$ cat config.mk
export PLATFORM = sky130hd
export DESIGN_NAME = stepper_mmio_responder
export DESIGN_NICKNAME = d
export VERILOG_FILES = /design/src/rtl/stepper_mmio_responder.sv
export SDC_FILE = /design/constraint.sdc
export NUM_CORES = 1
export LEC_CHECK = 0
export ABC_AREA = 1
export CORE_ASPECT_RATIO = 1.4
export CORE_MARGIN = 5
export CORE_UTILIZATION = 25
export DETAILED_ROUTE_END_ITERATION = 8
export PLACE_DENSITY = 0.41
export SLEW_MARGIN = 15
export SYNTH_ARGS = -nofsm -noshare
export SYNTH_HDL_FRONTEND = slang
export SYNTH_SLANG_ARGS = --single-unit
$ cat constraint.sdc
create_clock -name clock -period 4.2 [get_ports clock]
set_clock_uncertainty 0.1 [all_clocks]
set_input_delay 0.84 -clock clock [delete_from_list [all_inputs] [get_ports clock]]
set_output_delay 0.84 -clock clock [all_outputs]
set_load 0.03 [all_outputs]
$ cat src/rtl/stepper_mmio_responder.sv
// stepper_mmio_responder: MMIO step/dir/enable driver with one active and one pending move.
// Status word is a flat concatenation of registered state, readable at any time.
module stepper_mmio_responder #(
    parameter logic [15:0] MIN_HALF  = 16'd2,
    parameter int          DIR_SETUP = 4
) (
    input  logic        clock,
    input  logic        reset,
    input  logic        new_data,
    input  logic [31:0] data_in,
    output logic [31:0] data_out,
    output logic [5:0]  JA
);
    typedef enum logic [1:0] {IDLE, SETUP, STEP_HI, STEP_LO} state_t;
    localparam logic [15:0] SETUP_LOAD = 16'(DIR_SETUP - 1);

    state_t      state_q;
    logic [15:0] timer_q, half_q, pend_half_q;
    logic [13:0] rem_q, done_q, pend_n_q;
    logic        dir_q, step_q, busy_q, pend_valid_q, ovf_q, pend_dir_q;

    logic        cmd_abort, cmd_valid, tick, finish, start, queue, drop;
    logic [15:0] cmd_half_d, src_half_d;
    logic [13:0] src_n_d;
    logic        src_dir_d;

    assign cmd_abort  = new_data & data_in[30];
    assign cmd_valid  = new_data & ~data_in[30] & (data_in[29:16] != 14'd0);
    assign cmd_half_d = (data_in[15:0] < MIN_HALF) ? MIN_HALF : data_in[15:0];
    assign tick       = timer_q == 16'd0;
    assign finish     = (state_q == STEP_LO) & tick & (rem_q == 14'd0);
    // A finishing move hands over to the pending slot first, otherwise to a fresh strobe.
    assign start      = (cmd_valid & ~busy_q) | (finish & (pend_valid_q | cmd_valid));
    assign queue      = cmd_valid & busy_q & (finish ? pend_valid_q : ~pend_valid_q);
    assign drop       = cmd_valid & busy_q & ~finish & pend_valid_q;
    assign src_dir_d  = pend_valid_q ? pend_dir_q  : data_in[31];
    assign src_n_d    = pend_valid_q ? pend_n_q    : data_in[29:16];
    assign src_half_d = pend_valid_q ? pend_half_q : cmd_half_d;

    always_ff @(posedge clock or negedge reset) begin
        if (!reset) begin
            state_q      <= IDLE;
            timer_q      <= 16'd0;
            half_q       <= 16'd0;
            rem_q        <= 14'd0;
            done_q       <= 14'd0;
            dir_q        <= 1'b0;
            step_q       <= 1'b0;
            busy_q       <= 1'b0;
            pend_valid_q <= 1'b0;
            ovf_q        <= 1'b0;
            pend_dir_q   <= 1'b0;
            pend_n_q     <= 14'd0;
            pend_half_q  <= 16'd0;
        end else if (cmd_abort) begin
            state_q      <= IDLE;
            step_q       <= 1'b0;
            busy_q       <= 1'b0;
            rem_q        <= 14'd0;
            pend_valid_q <= 1'b0;
            ovf_q        <= 1'b0;
        end else begin
            if (start) begin
                state_q <= SETUP;
                busy_q  <= 1'b1;
                step_q  <= 1'b0;
                dir_q   <= src_dir_d;
                rem_q   <= src_n_d;
                done_q  <= 14'd0;
                half_q  <= src_half_d;
                timer_q <= SETUP_LOAD;
            end else begin
                case (state_q)
                    IDLE: ;
                    STEP_HI:
                        if (!tick) timer_q <= timer_q - 16'd1;
                        else begin
                            state_q <= STEP_LO;
                            step_q  <= 1'b0;
                            timer_q <= half_q - 16'd1;
                        end
                    default:
                        if (!tick) timer_q <= timer_q - 16'd1;
                        else if (state_q == SETUP || rem_q != 14'd0) begin
                            state_q <= STEP_HI;
                            step_q  <= 1'b1;
                            timer_q <= half_q - 16'd1;
                            rem_q   <= rem_q - 14'd1;
                            done_q  <= done_q + 14'd1;
                        end else begin
                            state_q <= IDLE;
                            busy_q  <= 1'b0;
                        end
                endcase
            end
            if (queue) begin
                pend_valid_q <= 1'b1;
                pend_dir_q   <= data_in[31];
                pend_n_q     <= data_in[29:16];
                pend_half_q  <= cmd_half_d;
            end else if (finish && pend_valid_q) begin
                pend_valid_q <= 1'b0;
            end
            if (drop) ovf_q <= 1'b1;
        end
    end

    assign data_out = {busy_q, pend_valid_q, ovf_q, dir_q, rem_q, done_q};
    assign JA       = {2'b00, busy_q, ~busy_q, dir_q, step_q};
endmodule

==> flow_metrics.env, run 1 <==
export IMPL_run_status="completed"
export IMPL_finalPower_mw=4.85
export IMPL_grt_start_max_net_pins=65
export IMPL_row_count=67
export IMPL_synth_top_area_cell="sky130_fd_sc_hd__dfrtp_1"
export IMPL_leakage_nw=3.51
export IMPL_timing_final_crit_period_ns=3.02
export IMPL_via_count=5371
export IMPL_p_sw_mw=2.24
export IMPL_timing_critical_path_from_type="flip-flop"
export IMPL_numCtsBuffers=9
export IMPL_layout_worst_path_cycle_share_pct=72.0
export IMPL_first_global_vias=5541
export IMPL_fin_tns_setup_ns=0
export IMPL_hold_viol_final=0
export IMPL_core_area_sq_um=23800
export IMPL_worstPathArrival_ns=3.14
export IMPL_ys_ff_latch=98
export IMPL_post_route_cells_drive_above_1_share_pct=6.65
export IMPL_syn_mean_instance_area_sq_um=7.10
export IMPL_route_detailed_wl_per_inst_microns=14.8
export IMPL_postCtsSetupBuffers=0
export IMPL_worstSetupPathType="flip-flop to flip-flop"
export IMPL_met3_usage_pct=1.63
export IMPL_max_clock_path_buffers=2
export IMPL_route_detailed_vias_per_inst=4.43
export IMPL_hold_path_depth=2
export IMPL_mappedNetlistArea_sq_um=6010
export IMPL_ff2ff_path_depth=13
export IMPL_sequential_cell_area_sq_um=2450
export IMPL_cts_tree="yes"
export IMPL_power_per_cell_area_nw_per_um2=673
export IMPL_clkPwrFrac_pct=17.7
export IMPL_post_route_insts_no_fill=1212
export IMPL_cts_root_buf="sky130_fd_sc_hd__clkbuf_16"
export IMPL_rsz0062_at_grt="no"
export IMPL_ys_seq_area_share_pct=40.8
export IMPL_start_util_pct=25.3
export IMPL_pwr_share_seq_pct=32.6
export IMPL_final_fill_count=2703
export IMPL_grt_pass1_wl_microns=29700
export IMPL_synth_top_area_share_pct=40.8
export IMPL_path_max_fanout=60
export IMPL_tightestPinTransition_ns=0.896
export IMPL_final_design_area_no_fill_sq_um=7210
export IMPL_slew_violations=0
export IMPL_timing_max_slew_rel_slack_pct=40.2
export IMPL_gp_congestion=0.851
export IMPL_port_buffer_count=70
export IMPL_hold_path_class="flip-flop to flip-flop"
export IMPL_critical_path_endpoint_type="flip-flop"
export IMPL_fp_dieH_microns=194
export IMPL_final_stage_net_count=937
export IMPL_placed_cell_area_sq_um=6910
export IMPL_synth_cell_type_count=34
export IMPL_antenna_cells_inserted=0
export IMPL_grt_antenna_before_repair=0
export IMPL_gr_usage_met1_pct=16.0
export IMPL_drt_pass1_iterations=4
export IMPL_multi_input_area_sq_um=2900
export IMPL_ys_warnings_count=0
export IMPL_grt_usage_pct=13.7
export IMPL_gr_usage_met2_pct=25.3
export IMPL_max_freq_mhz=331
export IMPL_design_die_area_sq_um=27300
export IMPL_cts_hold_buf=0
export IMPL_area_growth_synth_to_final_pct=19.9
export IMPL_cts_repair_resize_count=0
export IMPL_yosys_top_cells_area="sky130_fd_sc_hd__dfrtp_1 41%, sky130_fd_sc_hd__nand2_1 16%, sky130_fd_sc_hd__o21ai_0 6.3%, sky130_fd_sc_hd__inv_1 6.3%, sky130_fd_sc_hd__nand3_1 6.2%"
export IMPL_post_place_ws_ns=0.829
export IMPL_vdd_drop_max_mv=0.266
export IMPL_grt_busiest_layer="met2"
export IMPL_die_w_microns=141
export IMPL_power_share_combinational_pct=49.8
export IMPL_drtIter0Drc=255
export IMPL_synthCells=847
export IMPL_timing_max_cap_violations=0
export IMPL_drc=0
export IMPL_io_pins=73
export IMPL_worst_ep_required_time_ns=4.31
export IMPL_final_critical_path_setup_slack_ns=1.18
export IMPL_clk_pin_slew_worst_paths_ns=0.07
export IMPL_layout_commonest_cell="sky130_fd_sc_hd__nand2_1"
export IMPL_clock_insertion_delay_worst_skew_ns=0.36
export IMPL_htree_levels=3
export IMPL_dpl_hpwl_microns=13400
export IMPL_internal_power_mw=2.61
export IMPL_finalWirelength_microns=17900
export IMPL_layout_cells_most_common_list="249 x sky130_fd_sc_hd__nand2_1, 101 x sky130_fd_sc_hd__inv_1, 98 x sky130_fd_sc_hd__dfrtp_1"
export IMPL_switching_share_pct=46.2
export IMPL_setup_violations_final=0
export IMPL_cts_sink_count=98
export IMPL_grt_overflow_total=0
export IMPL_detail_route_antenna_nets=0
export IMPL_placed_cells=1196
cell families (layout without fill, tap and decap cells):
logic type                 after synthesis  after routing  synth area share, %
DFF                                     98             98                 40.8
buffers and inverters                  146            200                 11.0
other                                    1              2               0.0624
xor gates and xnor gates                20             20                 2.91
and+or+nand+nor                        453            453                 33.4
adders and majority gates                5              5                 1.04
AOI/OAI and AO/OA                      124            124                 10.8
layout make-up:
| type | instances | share of cell area, % |
|---|---|---|
| inverter | 107 | 5.64 |
| timing repair buffer | 77 | 10.6 |
| multi-input combinational | 604 | 40.3 |
| sequential | 98 | 34.0 |
| clock buffer | 12 | 3.42 |
| tap | 310 | 5.38 |
| clock inverter | 4 | 0.711 |
cell usage after synthesis (all sizes together):
master	n
nor4	5
o21ai	99
conb	1
nor3	10
nand2	266
xor2	17
xnor2	3
nand4	12
o211ai	2
a21oi	19
o31ai	3
dfrtp	98
or2	1
nor2	85
o21bai	1
inv	105
ha	5
clkinv	2
buf	25
clkbuf	14
nand3	74
sequential cells by signal, indices dropped and copies added, names as in the netlist:
signal	count
busy_q	1
timer_q	16
pend_dir_q	1
rem_q	14
pend_valid_q	1
ovf_q	1
state_q	2
half_q	16
done_q	14
step_q	1
dir_q	1
pend_half_q	16
pend_n_q	14
per-stage QoR:
| stage | hold WS (ns) | util [%] |
|---|---|---|
| after floorplan | 0.348 | - |
| after global placement | 0.363 | 29.0 |
| after detailed placement | 0.369 | 29.0 |
| after CTS | 0.387 | 30.3 |
| after global routing | 0.409 | 30.3 |
| final | 0.386 | 30.3 |
path summary, 6_finish.rpt:
kind,from,endpoint,slack (ns)
worst max register to register,timer_q[1],pend_half_q[13],1.18
worst min register to register,pend_n_q[2],pend_n_q[2],0.39
worst min-delay path,pend_n_q[2],pend_n_q[2],0.39
min in group asynchronous,reset,pend_half_q[11],0.50
max in group asynchronous,reset,done_q[8],2.77
worst max-delay path,timer_q[1],pend_half_q[13],1.18
critical path: stages, from the launching register on:
cell	delay [ns]
sky130_fd_sc_hd__dfrtp_1	0.41
sky130_fd_sc_hd__nor2_1	0.16
sky130_fd_sc_hd__nand2_2	0.11
sky130_fd_sc_hd__nor2_8	0.34
sky130_fd_sc_hd__nand2_4	0.24
sky130_fd_sc_hd__nor2_4	0.18
sky130_fd_sc_hd__nand2_1	0.13
sky130_fd_sc_hd__inv_1	0.10
sky130_fd_sc_hd__ha_1	0.22
sky130_fd_sc_hd__nor2_1	0.20
sky130_fd_sc_hd__clkinv_1	0.13
sky130_fd_sc_hd__buf_4	0.30
sky130_fd_sc_hd__nand2_1	0.11
sky130_fd_sc_hd__o21ai_0	0.09
power groups by stage:
stage | registers (mW) | logic (mW) | clock network, mW
floorplan | 1.70 | 1.64 | 0
global placement | 1.60 | 2.45 | 0
detailed placement | 1.60 | 2.45 | 0
CTS | 1.59 | 2.46 | 0.892
global route | 1.64 | 2.75 | 0.920
finish | 1.58 | 2.41 | 0.857
per-layer routing:
metal	wire length (microns)	up-vias
met3	373	16
met2	9790	82
met5	0	-
met1	7410	2498
met4	342	0
li1	-	2775
Power figures use the tool's default switching activity.
==> run 2: changes to the inputs <==
Settings changed: PLACE_DENSITY 0.41 to 0.43.
Clock period 4.2 ns to 2.46 ns, I/O delays scaled along.
==> run 2 against run 1 <==
Effect of this change: core utilization increased by 2.7 points; cell area increased by 9.0%; global-route usage about the same; cell count increased by 5.9%; non-clock buffer count increased by 71; die area unchanged; critical path depth increased by 1; clock power increased by 67%; maximum frequency increased by 31%; register-to-register slack got worse by 1.0 ns; power increased by 81%; wire length increased by 3.6%; critical endpoint is now pend_half_q[4]; largest cell class unchanged; largest power group unchanged; highest routed layer unchanged.
==> flow_metrics.env, run 2 (synthesized netlist as in run 1, its figures left out) <==
export IMPL_clkPwrFrac_pct=16.3
export IMPL_final_fill_count=2661
export IMPL_gp_congestion=0.822
export IMPL_timing_critical_path_from_type="flip-flop"
export IMPL_drc=0
export IMPL_drtIter0Drc=310
export IMPL_grt_overflow_total=0
export IMPL_postCtsSetupBuffers=0
export IMPL_leakage_nw=3.89
export IMPL_timing_max_cap_violations=0
export IMPL_hold_path_class="flip-flop to flip-flop"
export IMPL_detail_route_antenna_nets=0
export IMPL_ff2ff_path_depth=14
export IMPL_clk_pin_slew_worst_paths_ns=0.07
export IMPL_drt_pass1_iterations=8
export IMPL_pwr_share_seq_pct=29.7
export IMPL_critical_path_max_stage_delay_ns=0.40
export IMPL_finalWirelength_microns=18600
export IMPL_worst_hold_slack_ns=0.386
export IMPL_max_freq_mhz=434
export IMPL_route_detailed_vias_per_inst=4.39
export IMPL_placed_cells=1264
export IMPL_start_util_pct=25.3
export IMPL_htree_levels=3
export IMPL_layout_worst_path_cycle_share_pct=93.7
export IMPL_numCtsBuffers=9
export IMPL_cpMostUsedCell="sky130_fd_sc_hd__inv_1"
export IMPL_critical_path_n_buffers_inverters=6
export IMPL_power_per_cell_area_nw_per_um2=1120
export IMPL_post_route_cells_drive_above_1_share_pct=14.0
export IMPL_critical_path_endpoint_type="flip-flop"
export IMPL_layout_commonest_cell="sky130_fd_sc_hd__nand2_1"
export IMPL_run_status="completed"
export IMPL_path_max_fanout=31
export IMPL_setup_violations_final=0
export IMPL_grt_usage_pct=13.7
export IMPL_clock_insertion_delay_worst_skew_ns=0.35
export IMPL_final_critical_path_setup_slack_ns=0.154
export IMPL_antenna_cells_inserted=0
export IMPL_port_buffer_count=70
export IMPL_power_share_combinational_pct=54.0
export IMPL_p_sw_mw=3.96
export IMPL_max_clock_path_buffers=2
export IMPL_area_growth_synth_to_final_pct=30.7
export IMPL_grt_start_max_net_pins=62
export IMPL_hold_viol_final=0
export IMPL_placed_cell_area_sq_um=7490
export IMPL_holdCritStartpoint="pend_dir_q"
export IMPL_dpl_hpwl_microns=14300
export IMPL_design_die_area_sq_um=27300
export IMPL_timing_final_crit_period_ns=2.31
export IMPL_route_detailed_wl_per_inst_microns=14.5
export IMPL_rsz0062_at_grt="no"
export IMPL_grt_pass1_wl_microns=29800
export IMPL_post_place_ws_ns=-0.139
export IMPL_row_count=67
export IMPL_switching_share_pct=45.1
export IMPL_vdd_drop_max_mv=0.536
export IMPL_fp_dieH_microns=194
export IMPL_final_stage_net_count=1008
export IMPL_post_route_util_pct=33.0
export IMPL_layout_cells_most_common_list="248 x sky130_fd_sc_hd__nand2_1, 101 x sky130_fd_sc_hd__inv_1, 96 x sky130_fd_sc_hd__dfrtp_1"
export IMPL_worstPathArrival_ns=2.43
export IMPL_worst_ep_required_time_ns=2.59
export IMPL_timing_critical_path_cells="inv_1 -> ha_1 -> inv_1 -> nor4_4 -> nand3_1 -> inv_1 -> nand2_1 -> inv_1 -> ha_1 -> nor2_4 -> inv_4 -> buf_12 -> nand2_1 -> o21ai_0"
export IMPL_final_design_area_no_fill_sq_um=7860
export IMPL_setup_reg_to_reg_worst_slack_ns=0.15
export IMPL_critical_path_top_delay_family="simple AND/OR/NAND/NOR gates"
export IMPL_hold_path_depth=2
export IMPL_first_global_vias=5780
export IMPL_die_w_microns=141
export IMPL_internal_power_mw=4.82
export IMPL_post_route_insts_no_fill=1283
export IMPL_io_pins=73
export IMPL_slew_violations=0
export IMPL_layout_top_registers="half_q x16, pend_half_q x16, timer_q x16"
export IMPL_cts_root_buf="sky130_fd_sc_hd__clkbuf_16"
export IMPL_min_to="pend_dir_q"
export IMPL_critical_path_reg2reg_endpoint="pend_half_q[4]"
export IMPL_via_count=5630
export IMPL_worstSetupPathType="flip-flop to flip-flop"
export IMPL_worstReg2RegStart="rem_q[0]"
export IMPL_cts_tree="yes"
export IMPL_critPathSlowestCell="sky130_fd_sc_hd__dfrtp_2"
export IMPL_core_area_sq_um=23800
export IMPL_grt_antenna_before_repair=0
export IMPL_cts_sink_count=98
## run 2: cell count changes in the layout (fill, tap and decap cells not counted), moves of 2 or more
cell	previous run	this run
sky130_fd_sc_hd__nor2_4	3	5
sky130_fd_sc_hd__buf_4	7	70
sky130_fd_sc_hd__dfrtp_1	98	96
sky130_fd_sc_hd__buf_12	1	6
sky130_fd_sc_hd__nor2_1	73	71
sky130_fd_sc_hd__dfrtp_2	0	2
## run 2: per-layer routing
layer / wire [microns] / vias to the layer above / track usage [%]
met1: 7410 / 2621 / 15.4
li1: - / 2910 / -
met4: 405 / 0 / 4.56
met5: 0 / - / 0
met3: 370 / 24 / 1.80
met2: 10400 / 75 / 26.0
## run 2: power by group through the flow
stage | clock network [mW] | logic, mW | registers (mW)
2_1_floorplan | 0 | 2.80 | 2.91
3_3_place_gp | 0 | 4.73 | 2.63
3_5_place_dp | 0 | 4.73 | 2.63
4_1_cts | 1.49 | 4.77 | 2.61
5_1_grt | 1.54 | 5.35 | 2.68
6_report | 1.43 | 4.74 | 2.61
## run 2: how the worst max path moves through the flow
stage                        start               to  slack, ns  cells past startpoint
after floorplan           rem_q[0]  pend_half_q[10]       0.02                     14
after global placement    rem_q[0]       pend_dir_q      -0.10                     14
after CTS                 rem_q[0]   pend_half_q[6]       0.03                     14
after detailed placement  rem_q[0]  pend_half_q[15]      -0.14                     14
after global routing      rem_q[0]  pend_half_q[15]      0.005                     14
final                     rem_q[0]   pend_half_q[4]       0.15                     14
## run 2: area by class of cell
type / count / area [sq um] / area share (%)
Clock buffer: 12 / 236 / 3.01
Clock inverter: 4 / 51.3 / 0.653
Inverter: 107 / 409 / 5.21
Multi-Input combinational cell: 604 / 2940 / 37.4
Sequential cell: 98 / 2450 / 31.2
Tap cell: 310 / 388 / 4.94
Timing Repair Buffer: 148 / 1380 / 17.6
## run 2: stage by stage
step	total power, mW	setup TNS [ns]
floorplan	5.71	0
finish	8.77	0
detailed placement	7.36	-3.81
global placement	7.35	-2.86
CTS	8.87	0
global route	9.58	0
## run 2: tightest hold or removal path, delay by kind of cell (launching register included)
kind               cells  cell delay (ns)
and+or+nand+nor        1             0.05
AOI/OAI and AO/OA      1             0.06
DFF                    1             0.34
## run 2: repair_timing
item,4_1_cts,5_1_grt
gates cloned,0,2
hold endpoints to repair,23,0
hold buffers,1,0
pin swaps,0,2
endpoints found under the setup margin,31,34
gates resized for setup,3,6
==> run 3: changes to the inputs <==
Settings changed: CTS_BUF_LIST set to sky130_fd_sc_hd__clkbuf_8, REMOVE_ABC_BUFFERS set to 1.
==> run 3 against run 2 <==
Effect of this change: worst setup slack improved by 0.039 ns; combinational power about the same; first-iteration DRC count decreased by 21%; sequential power about the same; via count decreased by 1.7%; clock-buffer cell count decreased by 3; clock power decreased by 20%; maximum frequency increased by 1.7%; sequential share of layout area increased by 0.058 points; critical path type unchanged; critical endpoint is now timer_q[7].
==> flow_metrics.env, run 3 (synthesized netlist as in run 1, its figures left out) <==
export IMPL_clock_insertion_delay_worst_skew_ns=0.40
export IMPL_run_status="completed"
export IMPL_cts_root_buf="sky130_fd_sc_hd__clkbuf_8"
export IMPL_dpl_hpwl_microns=14000
export IMPL_timing_final_crit_period_ns=2.27
export IMPL_start_util_pct=25.3
export IMPL_final_critical_path_setup_slack_ns=0.193
export IMPL_critical_path_max_stage_delay_ns=0.41
export IMPL_cts_tree="yes"
export IMPL_worstPathArrival_ns=2.44
export IMPL_clk_pin_slew_worst_paths_ns=0.10
export IMPL_grt_overflow_total=0
export IMPL_slew_violations=0
export IMPL_setup_reg_to_reg_worst_slack_ns=0.19
export IMPL_timing_critical_path_from_type="flip-flop"
export IMPL_timing_max_cap_violations=0
export IMPL_leakage_nw=3.89
export IMPL_drtIter0Drc=245
export IMPL_worstReg2RegStart="timer_q[14]"
export IMPL_worst_hold_slack_ns=0.389
export IMPL_final_fill_count=2640
export IMPL_power_per_cell_area_nw_per_um2=1080
export IMPL_htree_levels=3
export IMPL_timing_max_slew_rel_slack_pct=63.5
export IMPL_finalWirelength_microns=18300
export IMPL_critical_path_reg2reg_endpoint="timer_q[7]"
export IMPL_fp_dieH_microns=194
export IMPL_row_count=67
export IMPL_vdd_drop_max_mv=0.442
export IMPL_worst_ep_required_time_ns=2.64
export IMPL_numCtsBuffers=9
export IMPL_hold_path_class="flip-flop to flip-flop"
export IMPL_setup_violations_final=0
export IMPL_layout_worst_path_cycle_share_pct=92.2
export IMPL_design_die_area_sq_um=27300
export IMPL_layout_commonest_cell="sky130_fd_sc_hd__nand2_1"
export IMPL_post_route_insts_no_fill=1292
export IMPL_crit_end="timer_q[7]"
export IMPL_post_route_cells_drive_above_1_share_pct=15.6
export IMPL_port_buffer_count=70
export IMPL_critPathSlowestCell="sky130_fd_sc_hd__dfrtp_1"
export IMPL_antenna_cells_inserted=0
export IMPL_post_place_ws_ns=-0.0647
export IMPL_max_freq_mhz=441
export IMPL_first_global_vias=5650
export IMPL_cp_depth=13
export IMPL_layout_top_registers="half_q x16, pend_half_q x16, timer_q x16"
export IMPL_ff2ff_path_depth=13
export IMPL_cts_sink_count=98
export IMPL_core_area_sq_um=23800
export IMPL_final_design_area_no_fill_sq_um=7840
export IMPL_io_pins=73
export IMPL_critical_path_n_buffers_inverters=3
export IMPL_grt_pass1_wl_microns=29900
export IMPL_grt_antenna_before_repair=0
export IMPL_critPathLaunch="timer_q[14]"
export IMPL_hold_viol_final=0
export IMPL_via_count=5536
export IMPL_max_clock_path_buffers=2
export IMPL_critical_path_endpoint_type="flip-flop"
export IMPL_grt_usage_pct=13.8
export IMPL_gp_congestion=0.834
export IMPL_die_w_microns=141
export IMPL_rsz0062_at_grt="no"
export IMPL_layout_cells_most_common_list="248 x sky130_fd_sc_hd__nand2_1, 98 x sky130_fd_sc_hd__dfrtp_1, 96 x sky130_fd_sc_hd__inv_1"
export IMPL_worstSetupPathType="flip-flop to flip-flop"
export IMPL_tightestPinTransition_ns=0.542
export IMPL_critical_path_top_delay_family="simple AND/OR/NAND/NOR gates"
export IMPL_drc=0
export IMPL_detail_route_antenna_nets=0
export IMPL_route_detailed_wl_per_inst_microns=14.1
export IMPL_path_max_fanout=5
export IMPL_grt_start_max_net_pins=41
export IMPL_area_growth_synth_to_final_pct=30.3
export IMPL_finalPower_mw=8.47
export IMPL_holdCritStartpoint="half_q[10]"
export IMPL_final_stage_net_count=1017
export IMPL_placed_cell_area_sq_um=7520
export IMPL_drt_pass1_iterations=5
export IMPL_timing_critical_path_cells="nor2_1 -> buf_4 -> nand2_1 -> nor2_8 -> buf_4 -> nand3_1 -> nand2_1 -> nand3_1 -> nor2_1 -> buf_4 -> nand2_1 -> nand3_1 -> o21ai_0"
export IMPL_placed_cells=1270
export IMPL_route_detailed_vias_per_inst=4.28
## run 3: cell types whose count changed in the layout (fill, tap and decap cells not counted), sizes merged
cell,change
buf,+10
clkbuf,-4
clkinv,+2
inv,+1
## run 3: repair_timing
action / CTS / global route
pin swaps: 3 / 3
endpoints found under the hold margin: 17 / 0
resized for setup: 9 / 17
setup endpoints to repair: 30 / 32
buffers inserted: 3 / 1
cloned: 1 / 0
hold buffers: 1 / 0
## run 3: worst min-delay path by stage
stage | slack [ns] | depth (start not counted) | end
2_1_floorplan | 0.1 | 0 | busy_q
3_3_place_gp | 0.30 | 1 | pend_dir_q
3_5_place_dp | 0.30 | 1 | dir_q
4_1_cts | 0.39 | 2 | pend_n_q[5]
5_1_grt | 0.42 | 2 | pend_n_q[2]
6_report | 0.39 | 2 | half_q[10]
## run 3: cell type report
type,count,area [sq um],share of cell area (%)
sequential,98,2450,31.3
timing repair buffer,157,1440,18.3
inverter,107,409,5.22
tap,310,388,4.95
clock inverter,7,77.6,0.990
multi-input combinational,604,2950,37.6
clock buffer,9,124,1.58
## run 3: worst reg2reg max path, stage by stage, from the launching register on
cell                      delay [ns]
sky130_fd_sc_hd__dfrtp_1        0.41
sky130_fd_sc_hd__nor2_1         0.10
sky130_fd_sc_hd__buf_4          0.12
sky130_fd_sc_hd__nand2_1        0.11
sky130_fd_sc_hd__nor2_8         0.15
sky130_fd_sc_hd__buf_4          0.16
sky130_fd_sc_hd__nand3_1        0.10
sky130_fd_sc_hd__nand2_1        0.16
sky130_fd_sc_hd__nand3_1        0.23
sky130_fd_sc_hd__nor2_1         0.17
sky130_fd_sc_hd__buf_4          0.15
sky130_fd_sc_hd__nand2_1        0.05
sky130_fd_sc_hd__nand3_1        0.07
sky130_fd_sc_hd__o21ai_0        0.08
## run 3: power breakdown
group | leakage (nW) | switching [mW] | internal [mW]
registers | 1.26 | 0.395 | 2.20
logic | 2.53 | 2.89 | 1.85
clock network | 0.100 | 0.656 | 0.480
total | 3.89 | 3.94 | 4.53
## run 3: stage by stage
step	TNS [ns]	util [%]
floorplan	-32.78	-
global placement	-1.47	31.6
detailed placement	-1.96	31.6
CTS	0	32.8
global route	0	32.9
finish	0	32.9
## run 3: layer usage
layer  track usage, %  wire, microns
met1             16.1           7780
met2             24.7           9440
met3             1.83            455
met4             6.07            595
met5                0              0
